`config.mk`:
```
export PLATFORM = sky130hd
export DESIGN_NAME = fetch_unit_flat
export DESIGN_NICKNAME = d
export VERILOG_FILES = /design/src/rtl/fetch_unit_if.sv /design/src/rtl/fetch_unit.sv /design/src/flat_wrapper.sv
export SDC_FILE = /design/constraint.sdc
export NUM_CORES = 1
export LEC_CHECK = 0
export CAP_MARGIN = 20
export CORE_MARGIN = 5
export CORE_UTILIZATION = 40
export CTS_CLUSTER_DIAMETER = 200
export CTS_CLUSTER_SIZE = 10
export DETAILED_ROUTE_END_ITERATION = 12
export PLACE_DENSITY_LB_ADDON = 0.2
export SLEW_MARGIN = 25
export SYNTH_ARGS = -nofsm -noshare
export SYNTH_HDL_FRONTEND = slang
export SYNTH_SLANG_ARGS = --single-unit
```
`constraint.sdc`:
```
create_clock -name clk -period 3.7 [get_ports clk]
set_clock_uncertainty 0.1 [all_clocks]
set_input_delay 0.74 -clock clk [delete_from_list [all_inputs] [get_ports clk]]
set_output_delay 0.74 -clock clk [all_outputs]
set_load 0.005 [all_outputs]
```
`src/rtl/fetch_unit_if.sv`:
```
`timescale 1ns/1ps
// fetch_unit_if
// Purpose: bundles the instruction-memory request channel, the redirect
//          input and the IF/ID output handshake of the fetch unit.
// Signals:
//   imem_req    fetch unit -> memory   request valid
//   imem_addr   fetch unit -> memory   word-aligned fetch address
//   imem_ack    memory -> fetch unit   request accepted, imem_rdata valid
//   imem_rdata  memory -> fetch unit   instruction word
//   redirect    core -> fetch unit     branch/jump taken
//   redirect_pc core -> fetch unit     new fetch address (bits [1:0] ignored)
//   out_valid   fetch unit -> IF/ID    out_pc/out_inst hold an instruction
//   out_pc      fetch unit -> IF/ID    address of the presented instruction
//   out_inst    fetch unit -> IF/ID    presented instruction
//   out_ready   IF/ID -> fetch unit    load enable of the IF/ID register
// Modports: master = fetch unit side, slave = memory/core side.
interface fetch_unit_if #(
  parameter int XLEN = 32
);
  logic            imem_req;
  logic [XLEN-1:0] imem_addr;
  logic            imem_ack;
  logic [XLEN-1:0] imem_rdata;
  logic            redirect;
  logic [XLEN-1:0] redirect_pc;
  logic            out_valid;
  logic [XLEN-1:0] out_pc;
  logic [XLEN-1:0] out_inst;
  logic            out_ready;

  modport master (
    output imem_req, imem_addr, out_valid, out_pc, out_inst,
    input  imem_ack, imem_rdata, redirect, redirect_pc, out_ready
  );

  modport slave (
    input  imem_req, imem_addr, out_valid, out_pc, out_inst,
    output imem_ack, imem_rdata, redirect, redirect_pc, out_ready
  );
endinterface

```
`src/rtl/fetch_unit.sv`:
```
`timescale 1ns/1ps
// fetch_unit
// Purpose: instruction fetch stage. Issues word-aligned fetches to
//          instruction memory, buffers returned words in a small FIFO and
//          presents them to the IF/ID register. A redirect flushes the
//          buffer, reloads the fetch PC and discards any in-flight fetch.
// Configuration: define FETCH_SKID_EN for a 2-entry output buffer (one
//          instruction per cycle); otherwise the buffer holds 1 entry.
// Ports:
//   clk   clock, rising-edge
//   rst   asynchronous active-low reset
//   bus   fetch_unit_if.master (imem request channel, redirect, output)
//
// state  | meaning
// -------+---------------------------------------------------------------
// IDLE   | no memory request outstanding
// REQ    | request outstanding; acked data goes into the output buffer
// DROP   | request outstanding; its data is discarded after a redirect
module fetch_unit #(
  parameter int              XLEN     = 32,
  parameter logic [XLEN-1:0] RESET_PC = '0
) (
  input  logic          clk,
  input  logic          rst,
  fetch_unit_if.master  bus
);

`ifdef FETCH_SKID_EN
  localparam logic [1:0] CAP  = 2'd2;
  localparam logic       SKID = 1'b1;
`else
  localparam logic [1:0] CAP  = 2'd1;
  localparam logic       SKID = 1'b0;
`endif

  localparam logic [XLEN-1:0] ALIGN_MASK = ~{{(XLEN-2){1'b0}}, 2'b11};

  typedef enum logic [1:0] {
    S_IDLE = 2'd0,
    S_REQ  = 2'd1,
    S_DROP = 2'd2
  } state_t;

  state_t          state_q, state_d;
  logic [XLEN-1:0] pc_q, pc_d;
  logic [XLEN-1:0] addr_q, addr_d;
  logic [1:0]      count_q, count_after;
  logic            head_q, tail_q;
  logic [XLEN-1:0] ent_pc   [2];
  logic [XLEN-1:0] ent_inst [2];
  logic            acc, push, pop, slot_free;

  // Pointers only move in the 2-entry build; with one entry they stay at 0.
  function automatic logic ptr_inc(input logic p);
    return ~p & SKID;
  endfunction

  always_comb begin
    acc         = (state_q != S_IDLE) && bus.imem_ack;
    push        = (state_q == S_REQ) && bus.imem_ack && !bus.redirect;
    pop         = (count_q != 2'd0) && bus.out_ready && !bus.redirect;
    count_after = count_q + {1'b0, push} - {1'b0, pop};
    // A new request may only be issued if its data is guaranteed a slot.
    slot_free   = (count_after < CAP);
    state_d     = state_q;
    pc_d        = pc_q;

    case (state_q)
      S_IDLE: begin
        if (!bus.redirect && slot_free) state_d = S_REQ;
      end
      S_REQ: begin
        if (bus.redirect) begin
          state_d = acc ? S_IDLE : S_DROP;
        end else if (acc) begin
          pc_d    = pc_q + XLEN'(4);
          state_d = slot_free ? S_REQ : S_IDLE;
        end
      end
      S_DROP: begin
        if (acc) state_d = S_IDLE;
      end
      default: state_d = S_IDLE;
    endcase

    if (bus.redirect) pc_d = bus.redirect_pc & ALIGN_MASK;

    // The address register only follows the PC when a request starts, so
    // it stays frozen during DROP even though the PC was already reloaded.
    addr_d = (state_d == S_REQ) ? pc_d : addr_q;
  end

  always_ff @(posedge clk or negedge rst) begin
    if (!rst) begin
      state_q     <= S_IDLE;
      pc_q        <= RESET_PC & ALIGN_MASK;
      addr_q      <= RESET_PC & ALIGN_MASK;
      count_q     <= 2'd0;
      head_q      <= 1'b0;
      tail_q      <= 1'b0;
      ent_pc[0]   <= '0;
      ent_pc[1]   <= '0;
      ent_inst[0] <= '0;
      ent_inst[1] <= '0;
    end else begin
      state_q <= state_d;
      pc_q    <= pc_d;
      addr_q  <= addr_d;
      if (bus.redirect) begin
        count_q <= 2'd0;
        head_q  <= 1'b0;
        tail_q  <= 1'b0;
      end else begin
        count_q <= count_after;
        if (push) begin
          ent_pc[tail_q]   <= pc_q;
          ent_inst[tail_q] <= bus.imem_rdata;
          tail_q           <= ptr_inc(tail_q);
        end
        if (pop) head_q <= ptr_inc(head_q);
      end
    end
  end

  assign bus.imem_req  = (state_q != S_IDLE);
  assign bus.imem_addr = addr_q;
  assign bus.out_valid = (count_q != 2'd0);
  assign bus.out_pc    = ent_pc[head_q];
  assign bus.out_inst  = ent_inst[head_q];

endmodule

```
`src/flat_wrapper.sv`:
```
// flat-port wrapper written by rule: the top's interface ports become plain ports
module fetch_unit_flat 
#(
  parameter int              XLEN     = 32,
  parameter logic [XLEN-1:0] RESET_PC = '0
)
  (clk, rst, bus_imem_req, bus_imem_addr, bus_out_valid, bus_out_pc, bus_out_inst, bus_imem_ack, bus_imem_rdata, bus_redirect, bus_redirect_pc, bus_out_ready);
  fetch_unit_if #(.XLEN(XLEN)) bus_i ();
  input  logic clk;
  input  logic rst;
  output wire logic [$bits(bus_i.imem_req)-1:0] bus_imem_req;
  output wire logic [$bits(bus_i.imem_addr)-1:0] bus_imem_addr;
  output wire logic [$bits(bus_i.out_valid)-1:0] bus_out_valid;
  output wire logic [$bits(bus_i.out_pc)-1:0] bus_out_pc;
  output wire logic [$bits(bus_i.out_inst)-1:0] bus_out_inst;
  input wire logic [$bits(bus_i.imem_ack)-1:0] bus_imem_ack;
  input wire logic [$bits(bus_i.imem_rdata)-1:0] bus_imem_rdata;
  input wire logic [$bits(bus_i.redirect)-1:0] bus_redirect;
  input wire logic [$bits(bus_i.redirect_pc)-1:0] bus_redirect_pc;
  input wire logic [$bits(bus_i.out_ready)-1:0] bus_out_ready;
  assign bus_imem_req = bus_i.imem_req;
  assign bus_imem_addr = bus_i.imem_addr;
  assign bus_out_valid = bus_i.out_valid;
  assign bus_out_pc = bus_i.out_pc;
  assign bus_out_inst = bus_i.out_inst;
  assign bus_i.imem_ack = bus_imem_ack;
  assign bus_i.imem_rdata = bus_imem_rdata;
  assign bus_i.redirect = bus_redirect;
  assign bus_i.redirect_pc = bus_redirect_pc;
  assign bus_i.out_ready = bus_out_ready;
  fetch_unit #(.XLEN(XLEN), .RESET_PC(RESET_PC)) u_core (.clk(clk), .rst(rst), .bus(bus_i));
endmodule
```
==> report_table.html <==
<table>
<tr><th>Metric</th><th>Value</th></tr>
<tr><th colspan="2">Placed design</th></tr>
<tr><td>Port Buf Inserts</td><td>164</td></tr>
<tr><td>RePlAce Congestion</td><td>0.7780</td></tr>
<tr><td>HPWL reported at the end of detailed placement</td><td>9769 microns</td></tr>
<tr><td>Placed instance count</td><td>775</td></tr>
<tr><td>Placed standard-cell area</td><td>0.007481 sq mm</td></tr>
<tr><th colspan="2">Floorplanning</th></tr>
<tr><td>Standard-cell row count</td><td>43</td></tr>
<tr><td>Horizontal die dimension</td><td>129.0 microns</td></tr>
<tr><td>I/O pin cnt</td><td>167</td></tr>
<tr><td>Initial core utilization</td><td>40.83%</td></tr>
<tr><td>Core area</td><td>0.01388 sq mm</td></tr>
<tr><td>Total die area</td><td>0.01665 sq mm</td></tr>
<tr><td>Die height</td><td>129.0 microns</td></tr>
<tr><th colspan="2">Finish</th></tr>
<tr><td>Design area</td><td>0.008000 sq mm</td></tr>
<tr><td>Fillers</td><td>1136</td></tr>
<tr><td>Diode count</td><td>0</td></tr>
<tr><td>Fraction of final layout cells with drive strength greater than 1</td><td>20.03%</td></tr>
<tr><td>Final instance count without filler cells</td><td>804</td></tr>
<tr><td>Final #Nets</td><td>686</td></tr>
<tr><td>Area growth from synthesis to layout</td><td>41.15%</td></tr>
<tr><td>Area of the multi-input gates</td><td>0.002228 sq mm</td></tr>
<tr><td>Share of the core filled with cells</td><td>57.63%</td></tr>
<tr><td>Flip-flop and latch area</td><td>0.003303 sq mm</td></tr>
<tr><th colspan="2">GRT</th></tr>
<tr><td>First-pass GRT wire length</td><td>22830 microns</td></tr>
<tr><td>Final global-route overflow total</td><td>0</td></tr>
<tr><td>Largest net degree at the start of global routing</td><td>89</td></tr>
<tr><td>Global routing usage summed across all routing layers</td><td>17.48%</td></tr>
<tr><td>Initial antenna violation count</td><td>0</td></tr>
<tr><td>Vias in the first global route</td><td>4482</td></tr>
<tr><th colspan="2">Drt</th></tr>
<tr><td>DRC marker count from the first detailed-route iteration</td><td>285</td></tr>
<tr><td>Total Routed Length</td><td>13980 microns</td></tr>
<tr><td>Final routed DRC violation total</td><td>0</td></tr>
<tr><td>Ratio of routed vias to standard cells</td><td>5.284</td></tr>
<tr><td>Average routed wire per standard cell</td><td>17.38 microns</td></tr>
<tr><td>Total iterations of the first detailed-routing run</td><td>4</td></tr>
<tr><td>DR vias</td><td>4248</td></tr>
<tr><td>Remaining antenna violation count after routing</td><td>0</td></tr>
<tr><th colspan="2">Yosys</th></tr>
<tr><td>Portion of synthesized cell area occupied by the leading cell type</td><td>58.28%</td></tr>
<tr><td>Mapped Avg Cell Area</td><td>12.60 sq um</td></tr>
<tr><td>Netlist Area Pre-Place</td><td>0.005668 sq mm</td></tr>
<tr><td>Gate count after technology mapping</td><td>450</td></tr>
<tr><td>Number of warnings printed during yosys synthesis</td><td>0</td></tr>
<tr><td>Distinct cell type count of the synthesized netlist</td><td>41</td></tr>
<tr><td>Synthesized Nets</td><td>522</td></tr>
<tr><td>Cell types with the largest area share after synthesis</td><td>dfrtp_1, mux2_2, a31oi_1</td></tr>
<tr><td>Cell accounting for the most synthesized area</td><td>dfrtp_1</td></tr>
<tr><td>Share of the yosys chip area belonging to registers</td><td>58.28%</td></tr>
<tr><td>Post-synthesis sequential element count</td><td>132</td></tr>
<tr><th colspan="2">Timing</th></tr>
<tr><td>Final count of negative-setup-slack endpoints</td><td>0</td></tr>
<tr><td>Actual slew at the worst max-slew pin</td><td>0.8644 ns</td></tr>
<tr><td>Remaining max-slew budget at the tightest pin</td><td>42.37%</td></tr>
<tr><td>Maximum clock frequency</td><td>340.6 MHz</td></tr>
<tr><td>Part of the cycle the worst path needs</td><td>79.35%</td></tr>
<tr><td>Fin. Hold Viols</td><td>0</td></tr>
<tr><td>Setup TNS</td><td>0 ns</td></tr>
<tr><td>Final min period</td><td>2.936 ns</td></tr>
<tr><td>Number of max-slew violations in the final report</td><td>0</td></tr>
<tr><td>RSZ-0062 raised after global routing</td><td>false</td></tr>
<tr><th colspan="2">Clock tree</th></tr>
<tr><td>Clock buffer count from CTS</td><td>17</td></tr>
<tr><td>Clock tree sinks</td><td>132</td></tr>
<tr><td>Htree depth</td><td>4</td></tr>
<tr><td>Clock tree from TritonCTS</td><td>yes</td></tr>
<tr><td>Clock latency on the worst-skew pair</td><td>0.40 ns</td></tr>
<tr><td>Cts-stage hold buffer count</td><td>0</td></tr>
<tr><td>Cells resized by post-CTS repair</td><td>0</td></tr>
<tr><td>Cell chosen for the clock root</td><td>clkbuf_16</td></tr>
<tr><td>Clk slew on worst S/H paths</td><td>0.05 ns</td></tr>
<tr><td>Post-CTS Setup Bufs</td><td>0</td></tr>
<tr><td>Number of buffers on the longest clock path</td><td>2</td></tr>
<tr><th colspan="2">Worst hold path</th></tr>
<tr><td>Min-Delay Path Class</td><td>in -&gt; async</td></tr>
<tr><th colspan="2">Power and ir drop</th></tr>
<tr><td>Power per cell area</td><td>745.2 mW/mm^2</td></tr>
<tr><td>Pleak</td><td>3.193 nW</td></tr>
<tr><td>Overall power after layout</td><td>5.962 mW</td></tr>
<tr><td>IR drop worst, VDD</td><td>368.0 uV</td></tr>
<tr><th colspan="2">Setup path</th></tr>
<tr><td>Data required time of the critical path</td><td>3.88 ns</td></tr>
<tr><td>Worst setup path class</td><td>in -&gt; reg</td></tr>
<tr><td>Crit Path Max Fanout</td><td>49</td></tr>
<tr><td>Register-to-register setup slack</td><td>0.94 ns</td></tr>
<tr><td>Critical Path Sink Type</td><td>register</td></tr>
<tr><td>Startpoint kind of the worst setup timing path</td><td>primary input</td></tr>
<tr><td>Data arrival at the endpoint of the critical path</td><td>3.12 ns</td></tr>
<tr><th colspan="2">Job</th></tr>
<tr><td>Maximum Capacitance Violations</td><td>0</td></tr>
<tr><th colspan="2">Run status</th></tr>
<tr><td>Status</td><td>complete, no violations</td></tr>
</table>
## cell usage in the layout (no fill, tap or decap), types with 3 or more instances in the layout
| master | count |
|---|---|
| clkbuf_16 | 17 |
| nor2_1 | 45 |
| clkdlybuf4s50_1 | 163 |
| a31oi_1 | 42 |
| clkbuf_1 | 3 |
| ha_1 | 3 |
| dfrtp_1 | 132 |
| xor2_1 | 5 |
| mux2_2 | 80 |
| clkinv_2 | 4 |
| and3_1 | 4 |
| or4_1 | 14 |
| o21ai_0 | 10 |
| nand2_1 | 15 |
| and4_1 | 5 |
| or3_1 | 4 |
| nand3_1 | 10 |
| nand4_1 | 9 |
| o31ai_1 | 14 |
| and2_1 | 3 |
| xnor2_1 | 3 |
| buf_4 | 4 |
| nor2b_1 | 3 |
| clkbuf_8 | 4 |
## cell type report
class | count | area share [%]
Clock buffer | 24 | 6.146
Clock inverter | 5 | 0.3441
Inverter | 3 | 0.1408
Multi-Input combinational cell | 290 | 27.85
Sequential cell | 132 | 41.29
Tap cell | 180 | 2.815
Timing Repair Buffer | 170 | 21.41
## registers in the layout, indices dropped and copies added (netlist names)
register / count
u_core.count_q: 2
u_core.ent_inst: 32
u_core.state_q: 2
u_core.pc_q: 32
u_core.ent_pc: 32
u_core.bus.imem_addr: 32
## routing by layer
layer	track usage [%]	up-vias	part of all wire (%)
li1	-	2000	-
met1	22.67	2080	44
met2	26.55	156	45
met3	7.543	12	9.7
met4	5.683	0	1.1
met5	0	-	0
## logic make-up after synthesis
family / count (synthesis) / share of synthesized area (%)
flops: 132 / 58.28
simple gates: 127 / 12.56
mux: 81 / 16.07
compound gates: 70 / 8.234
buf+inv: 28 / 2.538
xor+xnor: 9 / 1.656
fa+ha+maj: 3 / 0.6623
## synthesized netlist by cell type
library cell and instances:
or2_2 2, or4_4 2, nand4_4 1, xor3_1 1
nand3b_1 1, nand3_1 10, nand2_1 15, buf_2 9
o2111a_1 1, nand4_1 9, a31oi_1 42, o41ai_4 1
xor2_1 5, nand4_2 1, nor2b_1 3, mux2i_1 1
or3_1 4, nor4_1 1, clkbuf_1 9, nor2_1 46
and4_1 5, buf_4 1, or4_1 14, and4_2 1
inv_1 2, xnor2_1 3, dfrtp_1 132, inv_2 1
mux2_2 80, and4b_1 1, nand4b_1 2, ha_1 3
or4b_2 2, buf_6 3, and2_1 3, o31ai_1 14
a21oi_1 2, and3_1 4, o21ai_0 10, clkbuf_2 1
buf_1 2
## stage by stage
stage,setup slack (ns),hold slack (ns)
4_1_cts,0.7477,0.3329
3_5_place_dp,0.3208,0.3939
5_1_grt,0.6348,0.3353
2_1_floorplan,0.5378,0.3444
6_report,0.7641,0.2782
3_3_place_gp,0.3674,0.3891
## where the power goes
part	switching (mW)	leakage [nW]	total (mW)	internal (mW)
clock network	0.567	0.258	1.48	0.910
registers	0.340	1.53	2.33	1.99
logic	0.727	1.40	2.15	1.43
total	1.63	3.19	5.96	4.33
## worst max-delay path, stage by stage
cell	delay [ns]
clkdlybuf4s50_1	0.50
inv_2	0.04
and3_1	0.14
ha_1	0.26
inv_1	0.06
ha_1	0.14
xor3_1	0.27
o41ai_4	0.32
buf_12	0.29
mux2_2	0.36
## path summary, 6_finish.rpt
path	startpoint	depth (start not counted)	end
setup / recovery	bus_redirect	10	u_core.bus.imem_addr[5]
hold / removal	rst	1	u_core.ent_inst[32]
max in group asynchronous	rst	2	u_core.pc_q[23]
min in group clk	u_core.ent_pc[52]	1	u_core.ent_pc[52]
setup reg to reg	u_core.count_q[1]	9	u_core.bus.imem_addr[5]
hold reg to reg	u_core.ent_pc[52]	1	u_core.ent_pc[52]
No activity file was read; power rests on OpenSTA's default activity.
